### config.mk
export PLATFORM = sky130hd
export DESIGN_NAME = spi_sclk_edge_gen
export DESIGN_NICKNAME = d
export VERILOG_FILES = /design/src/rtl/spi_sclk_edge_gen.sv
export SDC_FILE = /design/constraint.sdc
export NUM_CORES = 1
export LEC_CHECK = 0
export CAP_MARGIN = 30
export CORE_ASPECT_RATIO = 1.4
export CORE_MARGIN = 8
export CORE_UTILIZATION = 41
export DETAILED_ROUTE_END_ITERATION = 12
export PLACE_DENSITY = 0.65
export SLEW_MARGIN = 20
export SYNTH_ARGS = -nofsm -noshare
export SYNTH_HDL_FRONTEND = slang
export SYNTH_SLANG_ARGS = --single-unit
### constraint.sdc
create_clock -name pclk -period 2.2 [get_ports pclk]
set_input_delay 0.44 -clock pclk [delete_from_list [all_inputs] [get_ports pclk]]
set_output_delay 0.44 -clock pclk [all_outputs]
set_load 0.005 [all_outputs]
### src/rtl/spi_sclk_edge_gen.sv
// SPI serial-clock divider, toggle counter and transfer FSM with edge strobes for the shift register.
// Define SPI_CS_HOLD_EN to add a HOLD state that stretches busy by divider+1 cycles after the last edge.
module spi_sclk_edge_gen #(
    parameter int unsigned DIV_W = 8,
    parameter int unsigned CNT_W = 5
) (
    input  logic             pclk,
    input  logic             presetn,
    input  logic             start,
    input  logic             abort,
    input  logic             cpol,
    input  logic             cpha,
    input  logic [DIV_W-1:0] divider,
    input  logic [CNT_W-1:0] char_len,
    output logic             sclk,
    output logic             busy,
    output logic             done,
    output logic             first_edge,
    output logic             leading_edge,
    output logic             trailing_edge,
    output logic             sample_edge,
    output logic             shift_edge
);

`ifdef SPI_CS_HOLD_EN
    typedef enum logic [1:0] {StIdle, StRun, StHold} state_e;
`else
    typedef enum logic [1:0] {StIdle, StRun} state_e;
`endif

    localparam logic [DIV_W-1:0] DivOne = DIV_W'(1);
    localparam logic [CNT_W:0]   TglOne = (CNT_W+1)'(1);

    state_e             state_q, state_d;
    logic [DIV_W-1:0]   div_cnt_q, div_cnt_d;
    logic [CNT_W:0]     tgl_cnt_q, tgl_cnt_d;
    logic               sclk_q, sclk_d;
    logic               busy_q, busy_d;
    logic               done_q, done_d;
    logic               cpol_q, cpha_q;
    logic [DIV_W-1:0]   divider_q;
    logic [CNT_W-1:0]   char_len_q;

    logic               accept;
    logic               en_tgl;
    logic               last_tgl;
    logic [CNT_W:0]     last_cnt;

    // 2*len-1; char_len of 0 wraps to the all-ones count, i.e. 2^(CNT_W+1)-1
    assign last_cnt = {char_len_q, 1'b0} - TglOne;

    assign accept   = start & ~busy_q & ~abort;
    assign en_tgl   = (state_q == StRun) && (div_cnt_q == divider_q);
    assign last_tgl = en_tgl && (tgl_cnt_q == last_cnt);

    assign first_edge    = accept;
    assign leading_edge  = en_tgl & ~tgl_cnt_q[0] & ~abort;
    assign trailing_edge = en_tgl &  tgl_cnt_q[0] & ~abort;
    assign sample_edge   = cpha_q ? trailing_edge : leading_edge;
    assign shift_edge    = cpha_q ? leading_edge  : trailing_edge;

    assign sclk = sclk_q;
    assign busy = busy_q;
    assign done = done_q;

    always_comb begin
        state_d   = state_q;
        div_cnt_d = div_cnt_q;
        tgl_cnt_d = tgl_cnt_q;
        sclk_d    = sclk_q;
        done_d    = 1'b0;
        case (state_q)
            StIdle: begin
                sclk_d    = cpol;
                div_cnt_d = '0;
                tgl_cnt_d = '0;
                if (accept) begin
                    state_d = StRun;
                end
            end
            StRun: begin
                if (abort) begin
                    state_d   = StIdle;
                    sclk_d    = cpol_q;
                    div_cnt_d = '0;
                    tgl_cnt_d = '0;
                end else if (en_tgl) begin
                    div_cnt_d = '0;
                    tgl_cnt_d = tgl_cnt_q + TglOne;
                    sclk_d    = ~sclk_q;
                    if (last_tgl) begin
                        tgl_cnt_d = '0;
`ifdef SPI_CS_HOLD_EN
                        state_d = StHold;
`else
                        state_d = StIdle;
                        done_d  = 1'b1;
`endif
                    end
                end else begin
                    div_cnt_d = div_cnt_q + DivOne;
                end
            end
`ifdef SPI_CS_HOLD_EN
            StHold: begin
                if (abort) begin
                    state_d   = StIdle;
                    div_cnt_d = '0;
                end else if (div_cnt_q == divider_q) begin
                    state_d   = StIdle;
                    done_d    = 1'b1;
                    div_cnt_d = '0;
                end else begin
                    div_cnt_d = div_cnt_q + DivOne;
                end
            end
`endif
            default: begin
                state_d = StIdle;
            end
        endcase
        busy_d = (state_d != StIdle);
    end

    always_ff @(posedge pclk or negedge presetn) begin
        if (!presetn) begin
            state_q   <= StIdle;
            div_cnt_q <= '0;
            tgl_cnt_q <= '0;
            sclk_q    <= 1'b0;
            busy_q    <= 1'b0;
            done_q    <= 1'b0;
        end else begin
            state_q   <= state_d;
            div_cnt_q <= div_cnt_d;
            tgl_cnt_q <= tgl_cnt_d;
            sclk_q    <= sclk_d;
            busy_q    <= busy_d;
            done_q    <= done_d;
        end
    end

    // Transfer configuration is frozen at start so mid-transfer input changes are ignored
    always_ff @(posedge pclk or negedge presetn) begin
        if (!presetn) begin
            cpol_q     <= 1'b0;
            cpha_q     <= 1'b0;
            divider_q  <= '0;
            char_len_q <= '0;
        end else if (accept) begin
            cpol_q     <= cpol;
            cpha_q     <= cpha;
            divider_q  <= divider;
            char_len_q <= char_len;
        end
    end

endmodule

## After elaboration in Yosys (flattened, before gate mapping)

Cells that the tools add are included.

- Bits in registers: 34
- Input bits: 19
- Output and inout port bits: 8
- Word-level logic and storage cells: 54

- Add/sub/neg operators: 3
- Equal/unequal tests: 4
- Multiplexer cells: 21
- Bitwise gates (word level): 10
- Reduce and logical (&&, ||, !) cells: 6

Operator list:

| kind | number |
|---|---|
| two-way mux 6 bit | 3 |
| two-way mux 8 bit | 2 |
| one-hot mux 8 bit (2 select lines) | 1 |
| one-hot mux 6 bit (2 select lines) | 1 |
| adder 8 x 1 -> 8 bit, second input constant | 1 |
| equality test 8 bit | 1 |
| two-way mux 1 bit | 8 |
| two-way mux 2 bit | 4 |
| adder 6 x 1 -> 6 bit, second input constant | 1 |
| bitwise AND 1 bit | 6 |
| equality test 6 bit | 1 |
| subtractor 6 x 1 -> 6 bit, second input constant | 1 |
| inverter 1 bit | 4 |
| one-hot mux 2 bit (2 select lines) | 1 |
| nonzero test 2 bit | 2 |
| != test 3 bit, second input constant | 1 |
| equality test 2 x 1 -> 1 bit, second input constant | 1 |
| logical AND 1 bit | 2 |
| logical NOT 2 bit | 1 |
| one-hot mux 1 bit (2 select lines) | 1 |
| AND reduction 2 bit | 1 |

## Longest topological paths before layout

Gate-level depths: netlist of the first run.

- Word-level depth: 8
- Gate-level depth with buffers: 7
- Gate-level depth less buffers: 7

## Least setup slack after synthesis of the first run

OpenSTA, ideal clock, no wires.

- Path type: reg2reg
- From: reg char_len_q[0]
- To: reg busy_q (netlist: busy)
- Setup time: 0.121 ns
- Data arrival time: 1.713 ns
- Required time: 2.079 ns
- Setup slack: 0.366 ns
- Cell stages (with the launch flop): 7
- Buffers on the path: 0
- Clock period less this slack: 1.834 ns
- Path through: dfrtp_1 > inv_1 > ha_1 > xor2_1 > o2111ai_1 > or3_1 > a22o_1

- Cells in the longest elaborated chain, start to end: 8

RTL lines:

| element | RTL line | RTL |
|---|---|---|
| from (decl) | 42 | `logic [CNT_W-1:0] char_len_q;` |
| from (signal assigned) | 154 | `char_len_q <= char_len;` |
| subtractor 6 x 1 -> 6 bit | 50 | `assign last_cnt = {char_len_q, 1'b0} - TglOne;` |
| equality test 6 bit | 54 | `assign last_tgl = en_tgl && (tgl_cnt_q == last_cnt);` |
| logical AND 1 bit | 54 |  |
| two-way mux 2 bit | 91 | `if (last_tgl) begin` |
| two-way mux 2 bit | 87 | `end else if (en_tgl) begin` |
| two-way mux 2 bit | 82 | `if (abort) begin` |
| one-hot mux 2 bit (2 select lines) | 72 | `case (state_q)` |
| nonzero test 2 bit | 122 | `busy_d = (state_d != StIdle);` |
| net busy_d | 38 | `logic busy_q, busy_d;` |
| to (signal assigned) | 138 | `busy_q <= busy_d;` |
| to (decl) | 38 |  |

The timed path passes the listed nets, and every way through them passes these cells.
A chain may end at the register's enable or synchronous reset.

## Worst setup path after layout of the first run

- From: reg divider_q[1]
- To: out trailing_edge

- Cells in the longest elaborated chain, start to end: 4

RTL lines:

| element | RTL line | RTL |
|---|---|---|
| from (decl) | 41 | `logic [DIV_W-1:0] divider_q;` |
| from (signal assigned) | 153 | `divider_q <= divider;` |
| equality test 8 bit | 53 | `assign en_tgl = (state_q == StRun) && (div_cnt_q == divider_q);` |
| logical AND 1 bit | 53 |  |
| bitwise AND 1 bit (2 in a row) | 58 | `assign trailing_edge = en_tgl & tgl_cnt_q[0] & ~abort;` |
| to (decl) | 20 | `output logic trailing_edge,` |

No other way between the ends.

==> metrics.txt, run 1 <==
# TYPE chip_impl_metric gauge
chip_impl_info{name="final_cell_mix",value="sky130_fd_sc_hd__dfrtp_1, sky130_fd_sc_hd__buf_4, sky130_fd_sc_hd__clkdlybuf4s50_1, sky130_fd_sc_hd__xor2_1, sky130_fd_sc_hd__mux2_2"} 1
chip_impl_metric{name="post-route-worst-setup-slack",unit="ns"} -0.1086
chip_impl_metric{name="htreeDepth",unit=""} 2
chip_impl_metric{name="fmaxAchievable",unit="GHz"} 0.4332
chip_impl_info{name="holdCritPathClass",value="reg -> reg"} 1
chip_impl_metric{name="drt-total-wl",unit="mm"} 4.237
chip_impl_metric{name="io-pin-count",unit=""} 27
chip_impl_metric{name="routed-via-count",unit=""} 1480
chip_impl_metric{name="path_max_fanout",unit=""} 4
chip_impl_metric{name="post_synth.cell_area_avg",unit="um2"} 10.61
chip_impl_metric{name="floorplan.die.height",unit="um"} 94.47
chip_impl_info{name="commonest_non_fill_non_tap_cell_in_the_layout",value="sky130_fd_sc_hd__dfrtp_1"} 1
chip_impl_metric{name="cp.arrival",unit="ns"} 1.87
chip_impl_info{name="failing_checks",value="setup timing"} 1
chip_impl_metric{name="place.detailed.hpwl",unit="mm"} 3.034
chip_impl_metric{name="die-area",unit="um2"} 6806
chip_impl_metric{name="setup_tns",unit="ns"} -0.2645
chip_impl_metric{name="postRouteAntennaNets",unit=""} 0
chip_impl_info{name="category_of_the_worst_setup_path_launch_point",value="register"} 1
chip_impl_metric{name="final.setup_skew",unit="ns"} 0.007671
chip_impl_info{name="synthDominantAreaCellType",value="sky130_fd_sc_hd__dfrtp_1"} 1
chip_impl_metric{name="number_of_filler_instances_in_the_final_layout",unit=""} 373
chip_impl_metric{name="finalCritPeriodShare",unit="%"} 104.9
chip_impl_metric{name="netlist_instances",unit=""} 170
chip_impl_metric{name="count_of_flip_flops_with_a_built_in_enable_after_synthesis",unit=""} 0
chip_impl_metric{name="synthesis.yosys.warnings",unit=""} 0
chip_impl_metric{name="gp_routability_congestion",unit=""} 0.7960
chip_impl_metric{name="layout-drive-gt1-share",unit="%"} 30.80
chip_impl_metric{name="post_placement_setup_slack",unit="ns"} -0.09452
chip_impl_metric{name="cts-root-to-sink-buffers",unit=""} 2
chip_impl_info{name="rr_startpoint",value="divider_q[1]"} 1
chip_impl_metric{name="detail_route.iter0.violations",unit=""} 84
chip_impl_info{name="crit_path_end_kind",value="primary output"} 1
chip_impl_info{name="crit_path_launch",value="divider_q[1]"} 1
chip_impl_metric{name="areaGrowthSynthToFinish",unit="%"} 35.39
chip_impl_metric{name="synth_top_area_share",unit="%"} 47.19
chip_impl_metric{name="start_util",unit="%"} 42.53
chip_impl_metric{name="first_global_vias",unit=""} 1632
chip_impl_info{name="grt_setup_unrepaired",value="yes"} 1
chip_impl_metric{name="number_of_antenna_violations_at_the_first_check_in_global_routing",unit=""} 0
chip_impl_metric{name="clk_transition_reported_paths",unit="ns"} 0.07
chip_impl_metric{name="syn_nets",unit=""} 192
chip_impl_info{name="timing.setup.critical_path_class",value="reg -> out"} 1
chip_impl_metric{name="synth.ff_latch_count",unit=""} 34
chip_impl_metric{name="worst-r2r-cell-count",unit=""} 8
chip_impl_metric{name="drc_errors",unit=""} 0
chip_impl_info{name="worst_setup_path_end",value="trailing_edge"} 1
chip_impl_metric{name="fp.dieW",unit="um"} 72.05
chip_impl_metric{name="cellPowerDensity",unit="nW/um2"} 607.0
chip_impl_metric{name="cap_viol_max_count",unit=""} 0
chip_impl_metric{name="netlist-cell-type-count",unit=""} 39
chip_impl_metric{name="finalSetupViolations",unit=""} 3
chip_impl_metric{name="clkLatencyLatePin",unit="ns"} 0.29
chip_impl_metric{name="grt_overflow_total",unit=""} 0
chip_impl_metric{name="final_net_count",unit=""} 245
chip_impl_metric{name="fin_crit",unit="ns"} 2.309
chip_impl_info{name="clockRootBuffer",value="sky130_fd_sc_hd__clkbuf_8"} 1
chip_impl_metric{name="crit_required",unit="ns"} 1.76
chip_impl_metric{name="vias_per_cell",unit=""} 5.211
chip_impl_metric{name="hold_violation_total_from_the_final_report",unit=""} 0
chip_impl_info{name="r2r-end",value="tgl_cnt_q[5]"} 1
chip_impl_metric{name="share_of_flip_flops_with_an_asynchronous_set_or_reset_after_synthesis",unit="%"} 100.0
chip_impl_metric{name="synth.yosys.seq_area_share",unit="%"} 47.19
chip_impl_metric{name="port-buffer-count",unit=""} 26
chip_impl_metric{name="grt_pass1_wl",unit="mm"} 7.307
chip_impl_metric{name="cts_inserted_buffers",unit=""} 5
chip_impl_metric{name="num_antenna_cells",unit=""} 0
chip_impl_metric{name="ff2ff_setup_slack",unit="ns"} 0.10
chip_impl_metric{name="placementRows",unit=""} 28
chip_impl_info{name="cts_tree",value="yes"} 1
chip_impl_metric{name="pin_count_of_the_biggest_net_entering_global_routing",unit=""} 35
chip_impl_info{name="ys.flop_type",value="sky130_fd_sc_hd__dfrtp_1"} 1
chip_impl_metric{name="syn_area",unit="um2"} 1803
chip_impl_metric{name="cts.sink_count",unit=""} 34
chip_impl_metric{name="grt_usage",unit="%"} 13.56
chip_impl_metric{name="slew_violations",unit=""} 0
chip_impl_metric{name="p_leak",unit="nW"} 1.066
chip_impl_metric{name="drtPass1Iterations",unit=""} 4
chip_impl_info{name="run_status",value="finished, violations left"} 1
chip_impl_info{name="netlist_top_cells_area",value="sky130_fd_sc_hd__dfrtp_1, sky130_fd_sc_hd__mux2_2, sky130_fd_sc_hd__xor2_1"} 1
chip_impl_metric{name="placeableCoreArea",unit="um2"} 4239
chip_impl_metric{name="peakVddDrop",unit="mV"} 0.3050
chip_impl_metric{name="average_routed_wire_per_standard_cell",unit="um"} 14.92
report_power, final:
part	switching, mW	internal [mW]
sequential	0.0423	0.681
clock	0.229	0.251
combinational	0.130	0.148
cell families (layout without fill, tap and decap cells):
family	count (synthesis)	count (layout)	share of synthesized area, %
AND/OR/NAND/NOR	60	60	18.53
flip-flops	34	34	47.19
AO/OA/AOI/OAI	28	28	11.52
XOR/XNOR	19	19	9.230
multiplexers	14	14	8.744
buffers and inverters	11	65	2.498
adder cells (fa/ha/maj)	3	3	2.082
other	1	1	0.2080
cell usage after synthesis (2+ instances only):
cell type,count
sky130_fd_sc_hd__o31ai_1,2
sky130_fd_sc_hd__a2bb2oi_1,2
sky130_fd_sc_hd__nor2_1,12
sky130_fd_sc_hd__inv_1,4
sky130_fd_sc_hd__a22o_1,2
sky130_fd_sc_hd__or3_1,3
sky130_fd_sc_hd__nand3_1,8
sky130_fd_sc_hd__o2111ai_1,4
sky130_fd_sc_hd__clkbuf_1,4
sky130_fd_sc_hd__o211ai_1,2
sky130_fd_sc_hd__nor2b_1,2
sky130_fd_sc_hd__a21oi_1,5
sky130_fd_sc_hd__nand2_1,11
sky130_fd_sc_hd__nor4_1,2
sky130_fd_sc_hd__dfrtp_1,34
sky130_fd_sc_hd__nor3b_1,3
sky130_fd_sc_hd__nand4_1,2
sky130_fd_sc_hd__ha_1,3
sky130_fd_sc_hd__o21ai_0,5
sky130_fd_sc_hd__mux2_2,14
sky130_fd_sc_hd__or2_2,2
sky130_fd_sc_hd__and3_2,2
sky130_fd_sc_hd__nor3_1,4
sky130_fd_sc_hd__xnor2_1,4
sky130_fd_sc_hd__nand2b_1,4
sky130_fd_sc_hd__xor2_1,15
sky130_fd_sc_hd__buf_2,3
metal layers:
metal | GRT usage (%) | vias up | part of all wire, %
li1 | - | 709 | -
met1 | 13.89 | 738 | 40
met2 | 24.70 | 24 | 54
met3 | 3.712 | 9 | 4.3
met4 | 6.667 | 0 | 2.2
met5 | 0 | - | 0
registers in the layout (all words and copies together) (netlist names):
| register | count |
|---|---|
| div_cnt_q | 8 |
| divider_q | 8 |
| tgl_cnt_q | 6 |
| char_len_q | 5 |
| state_q | 2 |
| busy | 1 |
| cpha_q | 1 |
| cpol_q | 1 |
| done | 1 |
| sclk | 1 |
stage by stage:
stage / total power, mW / util, % / cells / hold slack, ns / instance area, um2
after CTS: 1.496 / 56.94 / 283 / 0.5149 / 2414
after detailed placement: 1.006 / 53.39 / 269 / 0.4981 / 2263
after global routing: 1.554 / 57.59 / 284 / 0.5265 / 2441
after global placement: 0.9920 / 53.39 / 269 / 0.4916 / 2263
after floorplan: 0.8891 / - / 170 / 0.1444 / 1803
final: 1.482 / 57.59 / 284 / 0.5108 / 2441
timing repair:
item | CTS | global route
pin swaps | 4 | 4
setup endpoints to repair | 5 | 7
setup buffers | 6 | 1
hold buffers | 0 | 0
endpoints found under the hold margin | 0 | 0
gates resized for setup | 20 | 6
worst max-delay path, stage by stage (launching register included):
cell	delay (ns)
sky130_fd_sc_hd__dfrtp_1	0.39
sky130_fd_sc_hd__xor2_1	0.19
sky130_fd_sc_hd__nor4_4	0.34
sky130_fd_sc_hd__nand3_2	0.19
sky130_fd_sc_hd__buf_4	0.18
sky130_fd_sc_hd__nor3b_1	0.15
sky130_fd_sc_hd__buf_2	0.14
how the worst min path moves through the flow:
stage                         to    start  cells past startpoint
after floorplan             busy  presetn                      0
after global placement    cpol_q   cpol_q                      1
after detailed placement  cpol_q   cpol_q                      1
after CTS                 cpol_q   cpol_q                      1
after global routing      cpol_q   cpol_q                      1
final                     cpol_q   cpol_q                      1
cell type report:
class	instances	area [um2]	area share, %
inverter	4	15.01	0.6151
clock inverter	2	12.51	0.5126
timing repair buffer	53	449.2	18.40
multi-input combinational	125	955.9	39.16
clock buffer	6	82.58	3.383
tap	60	75.07	3.075
sequential	34	850.8	34.85
Power figures use the tool's default switching activity.
==> run 2, diff against run 1 <==
--- a/config.mk
+++ b/config.mk
@@ -8,9 +8,9 @@
 export CAP_MARGIN = 30
 export CORE_ASPECT_RATIO = 1.4
 export CORE_MARGIN = 8
-export CORE_UTILIZATION = 41
+export CORE_UTILIZATION = 49
 export DETAILED_ROUTE_END_ITERATION = 12
-export PLACE_DENSITY = 0.65
+export PLACE_DENSITY = 0.75
 export SLEW_MARGIN = 20
 export SYNTH_ARGS = -nofsm -noshare
 export SYNTH_HDL_FRONTEND = slang
==> constraint.sdc (replaced) <==
create_clock -name pclk -period 2.6 [get_ports pclk]
set_input_delay 0.52 -clock pclk [delete_from_list [all_inputs] [get_ports pclk]]
set_output_delay 0.52 -clock pclk [all_outputs]
set_load 0.005 [all_outputs]
==> run 2 against run 1 <==
The run now ends clean; total power fell by 16%; critical path depth did not move; via count fell by 2.6%; critical endpoint is now sample_edge.
==> metrics.txt, run 2 (synthesis gave the netlist of run 1 again) <==
# TYPE chip_impl_metric gauge
chip_impl_info{name="reg_top3",value="div_cnt_q: 8 flops, divider_q: 8 flops, tgl_cnt_q: 6 flops"} 1
chip_impl_metric{name="floorplan.die.height",unit="um"} 87.77
chip_impl_info{name="category_of_the_worst_setup_path_launch_point",value="register"} 1
chip_impl_metric{name="slew_violations",unit=""} 0
chip_impl_metric{name="cts-root-to-sink-buffers",unit=""} 2
chip_impl_metric{name="multi_input_area",unit="um2"} 942.2
chip_impl_metric{name="average_routed_wire_per_standard_cell",unit="um"} 16.41
chip_impl_metric{name="worst-r2r-cell-count",unit=""} 6
chip_impl_metric{name="final_net_count",unit=""} 229
chip_impl_metric{name="areaGrowthSynthToFinish",unit="%"} 27.27
chip_impl_metric{name="detail_route.iter0.violations",unit=""} 65
chip_impl_metric{name="postRouteAntennaNets",unit=""} 0
chip_impl_metric{name="pin_count_of_the_biggest_net_entering_global_routing",unit=""} 35
chip_impl_metric{name="path_max_fanout",unit=""} 3
chip_impl_info{name="cts_tree",value="yes"} 1
chip_impl_metric{name="layout-drive-gt1-share",unit="%"} 23.56
chip_impl_metric{name="slowest_delay",unit="ns"} 0.42
chip_impl_metric{name="drc_errors",unit=""} 0
chip_impl_metric{name="drtPass1Iterations",unit=""} 4
chip_impl_info{name="run_status",value="complete, no violations"} 1
chip_impl_metric{name="utilization",unit="%"} 64.13
chip_impl_metric{name="grt_pass1_wl",unit="mm"} 6.824
chip_impl_metric{name="share_seq_of_total_power",unit="%"} 49.5
chip_impl_metric{name="fp.dieW",unit="um"} 67.27
chip_impl_metric{name="die-area",unit="um2"} 5904
chip_impl_info{name="worst_setup_path_end",value="sample_edge"} 1
chip_impl_metric{name="swShare",unit="%"} 26.91
chip_impl_metric{name="cts_inserted_buffers",unit=""} 5
chip_impl_metric{name="start_util",unit="%"} 50.38
chip_impl_metric{name="slew-limit-headroom",unit="%"} 59.87
chip_impl_metric{name="cp.arrival",unit="ns"} 1.98
chip_impl_info{name="crit_path_cell_trace",value="xor2_1, nor4_4, nand3_2, buf_4, nor3_2, dlygate4sd2_1"} 1
chip_impl_metric{name="clk_transition_reported_paths",unit="ns"} 0.07
chip_impl_metric{name="cellPowerDensity",unit="nW/um2"} 541.3
chip_impl_metric{name="crit_required",unit="ns"} 2.08
chip_impl_metric{name="p_leak",unit="nW"} 1.003
chip_impl_metric{name="clkPwrFrac",unit="%"} 32.5
chip_impl_metric{name="htreeDepth",unit=""} 2
chip_impl_metric{name="port-buffer-count",unit=""} 26
chip_impl_metric{name="finalSetupViolations",unit=""} 0
chip_impl_metric{name="peakVddDrop",unit="mV"} 0.4825
chip_impl_metric{name="pwr_total",unit="mW"} 1.242
chip_impl_metric{name="setup_tns",unit="ns"} 0
chip_impl_metric{name="grt_usage",unit="%"} 15.28
chip_impl_metric{name="first_global_vias",unit=""} 1489
chip_impl_metric{name="grt_overflow_total",unit=""} 0
chip_impl_metric{name="internal_power",unit="mW"} 0.9079
chip_impl_metric{name="hold_violation_total_from_the_final_report",unit=""} 0
chip_impl_info{name="hold_path_startpoint",value="cpol_q"} 1
chip_impl_info{name="r2r-end",value="busy"} 1
chip_impl_metric{name="slew_at_the_pin_closest_to_its_max_slew_limit",unit="ns"} 0.5991
chip_impl_metric{name="routed-via-count",unit=""} 1442
chip_impl_metric{name="fmaxAchievable",unit="GHz"} 0.4004
chip_impl_metric{name="gp_routability_congestion",unit=""} 0.8585
chip_impl_metric{name="final.setup_skew",unit="ns"} 0.004887
chip_impl_info{name="timing.setup.critical_path_class",value="reg -> out"} 1
chip_impl_metric{name="ff2ff_setup_slack",unit="ns"} 0.50
chip_impl_metric{name="pwr-share-comb",unit="%"} 17.9
chip_impl_metric{name="finalCritPeriodShare",unit="%"} 96.06
chip_impl_metric{name="register_area",unit="um2"} 852.1
chip_impl_info{name="crit_path_end_kind",value="primary output"} 1
chip_impl_metric{name="cts.sink_count",unit=""} 34
chip_impl_info{name="commonest_non_fill_non_tap_cell_in_the_layout",value="sky130_fd_sc_hd__dfrtp_1"} 1
chip_impl_metric{name="num_antenna_cells",unit=""} 0
chip_impl_metric{name="net-switching-power",unit="mW"} 0.3342
chip_impl_info{name="holdCritPathClass",value="reg -> reg"} 1
chip_impl_info{name="rr_startpoint",value="char_len_q[0]"} 1
chip_impl_metric{name="clkLatencyLatePin",unit="ns"} 0.29
chip_impl_metric{name="placementRows",unit=""} 26
chip_impl_metric{name="placeableCoreArea",unit="um2"} 3578
chip_impl_metric{name="worst-path-stages",unit=""} 6
chip_impl_metric{name="io-pin-count",unit=""} 27
chip_impl_metric{name="number_of_filler_instances_in_the_final_layout",unit=""} 304
chip_impl_metric{name="fin_crit",unit="ns"} 2.498
chip_impl_metric{name="place.detailed.hpwl",unit="mm"} 2.981
chip_impl_info{name="path_delay_family",value="simple AND/OR/NAND/NOR gates"} 1
chip_impl_info{name="crit_path_launch",value="div_cnt_q[1]"} 1
chip_impl_metric{name="critical_path_buffers_and_inverters",unit=""} 2
chip_impl_info{name="clockRootBuffer",value="sky130_fd_sc_hd__clkbuf_8"} 1
chip_impl_metric{name="number_of_antenna_violations_at_the_first_check_in_global_routing",unit=""} 0
chip_impl_info{name="worst_path_max_delay_cell",value="sky130_fd_sc_hd__dfrtp_2"} 1
chip_impl_metric{name="cap_viol_max_count",unit=""} 0
chip_impl_info{name="grt_setup_unrepaired",value="no"} 1
chip_impl_metric{name="vias_per_cell",unit=""} 5.768
chip_impl_metric{name="drt-total-wl",unit="mm"} 4.102
chip_impl_info{name="final_cell_mix",value="sky130_fd_sc_hd__dfrtp_1, sky130_fd_sc_hd__clkdlybuf4s50_1, sky130_fd_sc_hd__xor2_1, sky130_fd_sc_hd__mux2_2, sky130_fd_sc_hd__nor2_1"} 1
## run 2: cell types whose count changed in the layout (fill, tap and decap cells not counted), sizes merged
cell           before  now
buf                31   11
clkbuf              6    7
dlymetal6s2s        0    1
clkdlybuf4s50      21   22
clkinvlp            1    0
dlygate4sd2         1    3
## run 2: layer usage
layer	GRT usage [%]	vias to the layer above	share of wire, %
met1	15.55	727	37
met2	27.84	29	57
met3	4.097	8	3.7
li1	-	678	-
met4	6.870	0	2.2
met5	0	-	0
## run 2: how the worst min path moves through the flow
stage | endpoint | slack [ns] | cells past startpoint
after CTS | cpol_q | 0.52 | 1
after floorplan | busy | 0.22 | 0
after detailed placement | cpol_q | 0.50 | 1
final | cpol_q | 0.52 | 1
after global routing | cpol_q | 0.55 | 1
after global placement | cpol_q | 0.49 | 1
## run 2: per-stage QoR
stage / setup slack, ns / hold WS [ns] / std cells / area (um2)
after floorplan: 0.7246 / 0.2244 / 170 / 1803
final: 0.1024 / 0.5164 / 250 / 2295
after detailed placement: 0.1256 / 0.5040 / 238 / 2143
after CTS: 0.02221 / 0.5193 / 248 / 2267
after global routing: 0.005376 / 0.5522 / 250 / 2295
after global placement: 0.2210 / 0.4918 / 238 / 2143
## run 2: worst reg2reg max path, stage by stage, from the launching register on
cell and delay [ns]:
sky130_fd_sc_hd__dfrtp_1 0.38, sky130_fd_sc_hd__inv_1 0.07, sky130_fd_sc_hd__ha_1 0.30, sky130_fd_sc_hd__xor2_1 0.15, sky130_fd_sc_hd__o2111ai_1 0.31, sky130_fd_sc_hd__or3_1 0.50
sky130_fd_sc_hd__a22o_1 0.26
## run 2: final cells by class
cell class	instances	area share, %
repair buffers	37	14.89
multi-input cells	125	41.06
inverters	4	0.6543
well taps	42	2.290
clock inverters	1	0.2181
clock buffers	7	3.762
flip-flops and latches	34	37.13
## run 2: power by group through the flow
stage	clock network, mW	registers [mW]	logic [mW]
2_1_floorplan	0	0.615	0.138
3_3_place_gp	0	0.622	0.207
3_5_place_dp	0	0.627	0.216
4_1_cts	0.412	0.616	0.222
5_1_grt	0.441	0.622	0.245
6_report	0.404	0.615	0.223
## run 2: timing repair
action / 4_1_cts / 5_1_grt
setup buffers: 2 / 2
endpoints found under the setup margin: 4 / 2
hold buffers: 0 / 0
pin swaps: 3 / 2
resized for setup: 8 / 3
gates cloned: 0 / 0
